===== src/rtl/jdeser_pkg.sv =====
`default_nettype none
// ============================================================================
// Module      : jdeser_pkg
// Description : Shared types and constants for the jdeserializer receive
//               stage: FSM state encoding, start/stop bit levels and the
//               bit-counter width helper.
// Config      : JDESER_PARITY_EN (consumed by jdeserializer)
// Revision    : 1.0 - initial release
// ============================================================================
package jdeser_pkg;

   // Receive FSM states; PARITY is only reachable when parity is compiled in
   typedef enum logic [1:0] {
      ST_IDLE   = 2'd0,
      ST_DATA   = 2'd1,
      ST_PARITY = 2'd2,
      ST_STOP   = 2'd3
   } jdeser_state_t;

   localparam logic JDESER_START_BIT = 1'b0;
   localparam logic JDESER_STOP_BIT  = 1'b1;

   // Width of a counter able to hold the values 0..width
   function automatic int jdeser_cnt_width(input int width);
      return $clog2(width + 1);
   endfunction

endpackage : jdeser_pkg
`default_nettype wire


===== src/rtl/jshiftreg.sv =====
`default_nettype none
// ============================================================================
// Module      : jshiftreg
// Description : WIDTH-bit right-shift register. New bits enter at the MSB,
//               so after WIDTH shifts the first bit sits at bit 0.
// Revision    : 1.0 - initial release
// ============================================================================
module jshiftreg #(
   parameter int WIDTH = 8
) (
   input  logic             clk,
   input  logic             rst,
   input  logic             shift_en_i,
   input  logic             bit_i,
   output logic [WIDTH-1:0] data_o
);

   logic [WIDTH-1:0] r_data_q;

   generate
      if (WIDTH == 1) begin : g_single
         // Single-bit register: the shift degenerates to a load
         always_ff @(posedge clk or posedge rst) begin
            if (rst) begin
               r_data_q <= '0;
            end else if (shift_en_i) begin
               r_data_q <= bit_i;
            end
         end
      end else begin : g_multi
         // Right shift with the new bit entering at the MSB end
         always_ff @(posedge clk or posedge rst) begin
            if (rst) begin
               r_data_q <= '0;
            end else if (shift_en_i) begin
               r_data_q <= {bit_i, r_data_q[WIDTH-1:1]};
            end
         end
      end
   endgenerate

   assign data_o = r_data_q;

endmodule : jshiftreg
`default_nettype wire


===== src/rtl/jdeserializer.sv =====
`default_nettype none
// ============================================================================
// Module      : jdeserializer
// Description : Serial-to-parallel receive stage. Detects a start bit,
//               shifts in WIDTH data bits LSB first, optionally checks an
//               even-parity bit, validates the stop bit and presents the word
//               on a valid/ready handshake.
// Config      : JDESER_PARITY_EN - when defined, a parity bit follows the
//               data bits and parity_err is live; otherwise parity_err = 0.
// Revision    : 1.0 - initial release
// ============================================================================
module jdeserializer
   import jdeser_pkg::*;
#(
   parameter int WIDTH = 8
) (
   input  logic             clk,
   input  logic             rst,
   input  logic             sin,
   input  logic             sin_valid,
   output logic [WIDTH-1:0] dout,
   output logic             dout_valid,
   input  logic             dout_ready,
   output logic             busy,
   output logic             frame_err,
   output logic             parity_err,
   output logic             overrun
);

   localparam int            CW     = jdeser_cnt_width(WIDTH);
   localparam logic [CW-1:0] C_LAST = CW'(WIDTH - 1);

   jdeser_state_t    r_state_q;
   logic [CW-1:0]    r_cnt_q;
   logic [WIDTH-1:0] r_dout_q;
   logic             r_dout_valid_q;
   logic             r_busy_q;
   logic             r_frame_err_q;
   logic             r_overrun_q;

   logic [WIDTH-1:0] w_word;
   logic             w_shift_en;
   logic             w_slot_free;

   // Only qualified bits taken while in DATA reach the shift register
   assign w_shift_en  = sin_valid && (r_state_q == ST_DATA);
   // Slot can take a new word if empty or being drained on this edge
   assign w_slot_free = !r_dout_valid_q || dout_ready;

   jshiftreg #(
      .WIDTH (WIDTH)
   ) u_shiftreg (
      .clk        (clk),
      .rst        (rst),
      .shift_en_i (w_shift_en),
      .bit_i      (sin),
      .data_o     (w_word)
   );

`ifdef JDESER_PARITY_EN
   logic r_par_bad_q;
   logic r_parity_err_q;
`endif

   // Receive FSM with bit counter, output slot and registered status pulses
   always_ff @(posedge clk or posedge rst) begin
      if (rst) begin
         r_state_q      <= ST_IDLE;
         r_cnt_q        <= '0;
         r_dout_q       <= '0;
         r_dout_valid_q <= 1'b0;
         r_busy_q       <= 1'b0;
         r_frame_err_q  <= 1'b0;
         r_overrun_q    <= 1'b0;
`ifdef JDESER_PARITY_EN
         r_par_bad_q    <= 1'b0;
         r_parity_err_q <= 1'b0;
`endif
      end else begin
         r_frame_err_q <= 1'b0;
         r_overrun_q   <= 1'b0;
`ifdef JDESER_PARITY_EN
         r_parity_err_q <= 1'b0;
`endif
         // Consumer handshake; a word loaded below on the same edge overrides
         if (r_dout_valid_q && dout_ready) begin
            r_dout_valid_q <= 1'b0;
         end

         case (r_state_q)
            ST_IDLE: begin
               if (sin_valid && (sin == JDESER_START_BIT)) begin
                  r_state_q <= ST_DATA;
                  r_cnt_q   <= '0;
                  r_busy_q  <= 1'b1;
`ifdef JDESER_PARITY_EN
                  r_par_bad_q <= 1'b0;
`endif
               end
            end

            ST_DATA: begin
               if (sin_valid) begin
                  r_cnt_q <= r_cnt_q + 1'b1;
                  if (r_cnt_q == C_LAST) begin
`ifdef JDESER_PARITY_EN
                     r_state_q <= ST_PARITY;
`else
                     r_state_q <= ST_STOP;
`endif
                  end
               end
            end

`ifdef JDESER_PARITY_EN
            ST_PARITY: begin
               if (sin_valid) begin
                  // Even parity: data bits plus parity bit must XOR to 0
                  r_par_bad_q <= (^w_word) ^ sin;
                  r_state_q   <= ST_STOP;
               end
            end
`endif

            ST_STOP: begin
               if (sin_valid) begin
                  r_state_q <= ST_IDLE;
                  r_busy_q  <= 1'b0;
                  if (sin != JDESER_STOP_BIT) begin
                     r_frame_err_q <= 1'b1;
`ifdef JDESER_PARITY_EN
                  end else if (r_par_bad_q) begin
                     r_parity_err_q <= 1'b1;
`endif
                  end else if (w_slot_free) begin
                     r_dout_q       <= w_word;
                     r_dout_valid_q <= 1'b1;
                  end else begin
                     r_overrun_q <= 1'b1;
                  end
               end
            end

            default: begin
               r_state_q <= ST_IDLE;
               r_busy_q  <= 1'b0;
            end
         endcase
      end
   end

   assign dout       = r_dout_q;
   assign dout_valid = r_dout_valid_q;
   assign busy       = r_busy_q;
   assign frame_err  = r_frame_err_q;
   assign overrun    = r_overrun_q;
`ifdef JDESER_PARITY_EN
   assign parity_err = r_parity_err_q;
`else
   assign parity_err = 1'b0;
`endif

endmodule : jdeserializer
`default_nettype wire


===== config.mk =====
export PLATFORM = sky130hd
export DESIGN_NAME = jdeserializer
export DESIGN_NICKNAME = d
export VERILOG_FILES = /design/src/rtl/jdeser_pkg.sv /design/src/rtl/jshiftreg.sv /design/src/rtl/jdeserializer.sv
export SDC_FILE = /design/constraint.sdc
export NUM_CORES = 1
export LEC_CHECK = 0
export BUFFER_PORTS_ARGS = -buffer_cell sky130_fd_sc_hd__buf_2
export CAP_MARGIN = 5
export CORE_UTILIZATION = 40
export CTS_CLUSTER_DIAMETER = 200
export DETAILED_ROUTE_END_ITERATION = 10
export HOLD_SLACK_MARGIN = 0.02
export SETUP_SLACK_MARGIN = 0.4
export SLEW_MARGIN = 5
export SYNTH_ARGS = -nofsm -noshare
export SYNTH_HDL_FRONTEND = slang
export SYNTH_SLANG_ARGS = --single-unit

===== constraint.sdc =====
create_clock -name clk -period 1.3 [get_ports clk]
set_input_delay 0.26 -clock clk [delete_from_list [all_inputs] [get_ports clk]]
set_output_delay 0.26 -clock clk [all_outputs]
set_load 0.005 [all_outputs]

==> results.yml, run 1 <==
floorplanning:
  ios: 18
  rows: 18
  coreArea_mm2: 0.002545
  initial_core_util_pct: 43.71
  dieArea_mm2: 0.002996
  fp.dieW_um: 54.74
  die_y_um: 54.74
synthesis:
  ys_seq_elements: 26
  syn-num-nets: 86
  yosys_warnings: 0
  synthCells: 80
  syn_avg_cell_area_um2: 13.90
  synth_area_mm2: 0.001112
  yosysUniqueCellTypes: 27
  seq_area_frac_synth_pct: 58.49
finish:
  multi_input_area_um2: 457.9
  final_cell_area_mm2: 0.001505
  layout.nets: 128
  nFillCells: 205
  antenna_cells: 0
  register_area_um2: 651.9
  drive_above_1_share_pct: 56.20
  areaGrowthSynthToFinish_pct: 35.32
power:
  ir_drop_uv: 1123
  powerDensity_mw_per_mm2: 1909
  p_leak_nw: 0.7686
setup_path:
  critPathLaunchType: "flop"
  crit_chain: "buf_6, and2b_2, o21ai_4, a32o_1"
  reg2reg_to: "r_cnt_q[1]"
  required_ns: 1.52
  cp_max_fo: 4
  timing.rr.start: "r_state_q[1]"
  critPathTopFamily: "flip-flops"
  arrival_ns: 1.46
  slowest_stage: "dfrtp_2"
  max_stage_delay_ns: 0.47
  startpoint: "r_state_q[1]"
  ff2ff_path_depth: 4
  critPathCaptureType: "flop"
  rrSetupSlack_ns: 0.05
  worst-setup-path-type: "flop to flop"
  path_buf_inv: 1
routing:
  ant_nets: 0
  drtIter0Drc: 5
  drcViolationCount: 0
  finalWirelength_um: 1886
  dr.pass1.iters: 3
  viasPerCell: 4.781
  vias: 722
  wire_per_inst_um: 12.49
sta:
  setup_viol: 0
  timing.fmax_ghz: 0.8027
  skew_ns: 0.001694
  period_needed_ns: 1.246
  drv_slew: 0
  hold_violations: 0
  post-route-period-util_pct: 95.83
  worst_slack_ns: 0.05415
  rsz0062_at_grt: "true"
hold_path:
  hold_class: "input port to flop"
  hold_path_depth: 3
  min-delay-start: "sin"
  whs_endpoint: "frame_err"
global_routing:
  antenna_found_initial: 0
  grt_pass1_wl_um: 3215
  track_usage_pct: 15.34
  grt.overflow.total: 0
  grt_max_degree: 27
  grt_pass1_vias: 723
clock_network:
  cts-root-buf: "clkbuf_4"
  cts.sinks: 26
  path_clk_slew_ns: 0.14
  cts_buffer_depth: 2
  cts-buffers-inserted: 3
  tritoncts: "yes"
  clkLatencyLatePin_ns: 0.31
  htreeDepth: 1
place:
  dpl.hpwl_um: 1218
  port_buffers: 16
  place_congestion: 0.7476
  pre_cts_ws_ns: -0.1616
  place_area_mm2: 0.001262
outcome:
  outcome: "finished clean"
job:
  cap_violations: 0
-- layer usage --
metal | track usage (%) | share of wire (%) | wire [µm]
met5 | 0 | 0 | 0
met3 | 2.500 | 3.1 | 58
met2 | 26.31 | 48 | 905
met1 | 18.82 | 48 | 907
met4 | 6.410 | 0.80 | 15
-- per-stage QoR --
stage | hold slack, ns | instances | TNS [ns] | total power [mW] | util [%]
2_1_floorplan | 0.2999 | 80 | 0 | 1.829 | -
3_3_place_gp | 0.3296 | 130 | -1.195 | 2.048 | 49.61
3_5_place_dp | 0.3311 | 130 | -1.407 | 2.075 | 49.61
4_1_cts | 0.2077 | 146 | 0 | 2.803 | 57.28
5_1_grt | 0.2200 | 151 | 0 | 3.093 | 59.14
6_report | 0.2212 | 151 | 0 | 2.873 | 59.14
-- where the power goes --
part	total [mW]	switching, mW	internal [mW]
clock network	0.543	0.232	0.311
registers	1.32	0.213	1.11
logic	1.01	0.339	0.669
-- worst min-delay path: stages --
cell,delay [ns]
buf_2,0.11
buf_4,0.11
nor2_1,0.03
-- logic make-up (layout without fill, tap and decap cells) --
kind of cell	after synthesis	count (layout)	synth area share, %
DFF	26	26	58.49
muxes	16	16	18.79
and+or+nand+nor	16	16	8.999
AOI/OAI and AO/OA	12	12	7.537
buffers and inverters	8	49	4.723
adders and majority gates	1	1	1.125
other	1	1	0.3371
-- how the worst max path moves through the flow --
stage               cells after the start      endpoint
finish                                  4    r_cnt_q[1]
global route                            5  r_state_q[1]
CTS                                     4    r_cnt_q[1]
detailed placement                      3       dout[6]
global placement                        3       dout[6]
floorplan                               5       dout[0]
-- flip-flops by register name (all words and copies together), names as in the netlist --
register and cells:
dout 8, u_shiftreg.data_o 8, r_cnt_q 4, r_state_q 2, busy 1, dout_valid 1
frame_err 1, overrun 1
-- cell type report --
| cell class | instances | share of cell area, % |
|---|---|---|
| clock inverter | 1 | 1.995 |
| tap | 30 | 2.494 |
| sequential | 26 | 43.31 |
| timing repair buffer | 41 | 19.29 |
| inverter | 4 | 0.9975 |
| clock buffer | 3 | 1.496 |
| multi-input combinational | 46 | 30.42 |
-- timing repair --
action | in CTS | in global routing
setup buffers | 11 | 5
resized for setup | 9 | 2
hold endpoints to repair | 26 | 0
pin swaps | 3 | 4
endpoints found under the setup margin | 34 | 39
hold buffers | 1 | 0
gates cloned | 0 | 0
-- placed cells by master, fill, tap and decap left out --
cell	count
nor2b_1	2
mux2i_1	1
inv_1	3
conb_1	1
a32o_1	2
inv_2	1
bufinv_16	1
a21oi_2	1
buf_12	1
o21ai_0	2
nor3b_4	1
nor2_1	4
mux2_2	7
a21oi_1	2
a32oi_1	1
nand3_1	2
and2b_2	1
o2bb2ai_1	2
a21o_1	1
nand4_4	1
dfrtp_1	25
buf_4	21
buf_6	2
ha_1	1
dfrtp_2	1
nand2_1	2
buf_2	16
nor2b_4	1
o21ai_4	1
dlygate4sd3_1	1
clkbuf_4	3
mux2_4	8
nand3b_4	1
nand2b_1	1
-- cells in the mapped netlist, drive strengths merged --
cell type / n / share of area, %
dfrtp: 26 / 58
mux2: 15 / 18
inv: 4 / 1.3
nor2: 4 / 1.3
a21oi: 3 / 1.3
nor2b: 3 / 1.9
o21ai: 3 / 1.3
a32o: 2 / 1.8
buf: 2 / 1.7
clkbuf: 2 / 1.7
nand2: 2 / 0.68
nand3: 2 / 0.90
o2bb2ai: 2 / 1.6
a21o: 1 / 0.68
a32oi: 1 / 0.79
and2b: 1 / 0.79
conb: 1 / 0.34
ha: 1 / 1.1
mux2i: 1 / 0.90
nand2b: 1 / 0.56
nand3b: 1 / 1.0
nand4: 1 / 1.1
nor3b: 1 / 0.68
Note: power is estimated with default switching activity, not from simulation.
==> run 2, diff against run 1 <==
--- a/config.mk
+++ b/config.mk
@@ -5,8 +5,9 @@
 export SDC_FILE = /design/constraint.sdc
 export NUM_CORES = 1
 export LEC_CHECK = 0
-export BUFFER_PORTS_ARGS = -buffer_cell sky130_fd_sc_hd__buf_2
+export BUFFER_PORTS_ARGS = -buffer_cell sky130_fd_sc_hd__clkbuf_2
 export CAP_MARGIN = 5
+export CORE_ASPECT_RATIO = 1.5
 export CORE_UTILIZATION = 40
 export CTS_CLUSTER_DIAMETER = 200
 export DETAILED_ROUTE_END_ITERATION = 10
==> results.yml, run 2 (synthesis results as in run 1) <==
place:
  place_area_mm2: 0.001269
  dp_cells: 135
  dpl.hpwl_um: 1264
  port_buffers: 16
  pre_cts_ws_ns: -0.009081
  place_congestion: 0.7001
sta:
  setup_viol: 0
  rsz0062_at_grt: "true"
  skew_ns: 0.005909
  timing.fmax_ghz: 0.8075
  period_needed_ns: 1.238
  post-route-period-util_pct: 95.27
  worst_slack_ns: 0.06154
  hold_violations: 0
  drv_slew: 0
clock_network:
  cts_buffer_depth: 2
  htreeDepth: 1
  tritoncts: "yes"
  clkLatencyLatePin_ns: 0.26
  cts-root-buf: "clkbuf_8"
  path_clk_slew_ns: 0.09
  postCtsHoldBufs: 0
  cts-buffers-inserted: 3
  cts.sinks: 26
finish:
  areaGrowthSynthToFinish_pct: 43.31
  nFillCells: 227
  final_util_pct: 60.21
  layout.nets: 133
  final_cell_mix: "25 x buf_4, 24 x dfrtp_1, 16 x clkbuf_2"
  drive_above_1_share_pct: 63.49
  final_cells: 163
  antenna_cells: 0
  final_cell_area_mm2: 0.001594
  layout_commonest_cell: "buf_4"
floorplanning:
  ios: 18
  initial_core_util_pct: 42.01
  coreArea_mm2: 0.002648
  rows: 23
  fp.dieW_um: 45.06
  dieArea_mm2: 0.003000
  die_y_um: 66.59
global_routing:
  grt_pass1_vias: 764
  grt_pass1_wl_um: 3098
  track_usage_pct: 14.25
  grt.overflow.total: 0
  grt_max_degree: 27
  antenna_found_initial: 0
setup_path:
  crit_chain: "nand4_4, nor2b_4, buf_12, mux2_4"
  arrival_ns: 1.39
  critPathLaunchType: "flop"
  critPathTopFamily: "flip-flops"
  startpoint: "r_state_q[1]"
  required_ns: 1.45
  timing.rr.start: "r_state_q[1]"
  cp_max_fo: 8
  path_buf_inv: 1
  slowest_stage: "dfrtp_2"
  worst-setup-path-type: "flop to flop"
  max_stage_delay_ns: 0.42
  critPathCaptureType: "flop"
outcome:
  outcome: "finished clean"
power:
  power_mw: 3.029
  powerDensity_mw_per_mm2: 1900
  p_leak_nw: 0.7960
  ir_drop_uv: 1139
routing:
  wire_per_inst_um: 13.43
  ant_nets: 0
  viasPerCell: 4.865
  dr.pass1.iters: 4
  drtIter0Drc: 16
  vias: 793
  finalWirelength_um: 2189
  drcViolationCount: 0
job:
  cap_violations: 0
hold_path:
  hold_class: "input port to async pin"
run 2: cell types whose count changed in the layout (fill, tap and decap cells not counted), sizes merged:
| cell | change |
|---|---|
| clkbuf | +17 |
| buf | -11 |
| bufinv | -1 |
| dlygate4sd3 | -1 |
| nand3b | +1 |
run 2: worst paths after layout:
kind                                end  slack, ns  cells after the start
setup / recovery                dout[5]       0.06                      4
hold / removal                  dout[0]      0.005                      3
setup reg to reg                dout[5]       0.06                      4
hold reg to reg                    busy       0.51                      1
max in group asynchronous  r_state_q[1]       1.03                      3
min in group clk              frame_err       0.21                      2
run 2: layout make-up:
class	instances	area, µm²	area share [%]
Tap cell	37	46.29	2.904
Sequential cell	26	653.1	40.97
Inverter	4	17.52	1.099
Clock buffer	4	55.05	3.454
Timing Repair Buffer	45	321.6	20.17
Multi-Input combinational cell	47	500.5	31.40
run 2: layer usage:
layer  vias to the layer above  part of all wire, %  global-route usage, %
met5                         -                    0                      0
met4                         0                 0.78                  8.333
met3                         2                  1.8                  2.439
met2                        14                   57                  24.64
met1                       404                   41                  15.71
li1                        373                    -                      -
run 2: power by group:
part           internal, mW  leakage, nW  total, mW  switching (mW)
Clock                 0.270       0.0288      0.513           0.242
Combinational         0.785        0.441       1.19           0.406
Sequential             1.11        0.326       1.33           0.215
run 2: timing repair:
item                                    CTS  global route
pin swaps                                 3             5
gates cloned                              0             1
buffers inserted                         15             8
gates resized for setup                  12             9
endpoints found under the setup margin   35            37
run 2: worst min-delay path, stage by stage:
cell and delay [ns]:
clkbuf_2 0.08, inv_1 0.04, buf_4 0.30
run 2: metrics by stage:
step / hold slack, ns / TNS [ns]
2_1_floorplan: 0.2999 / 0
3_3_place_gp: 0.3069 / 0
3_5_place_dp: 0.3138 / -0.02320
4_1_cts: 0.02285 / 0
5_1_grt: 0.03824 / 0
6_report: 0.005374 / 0
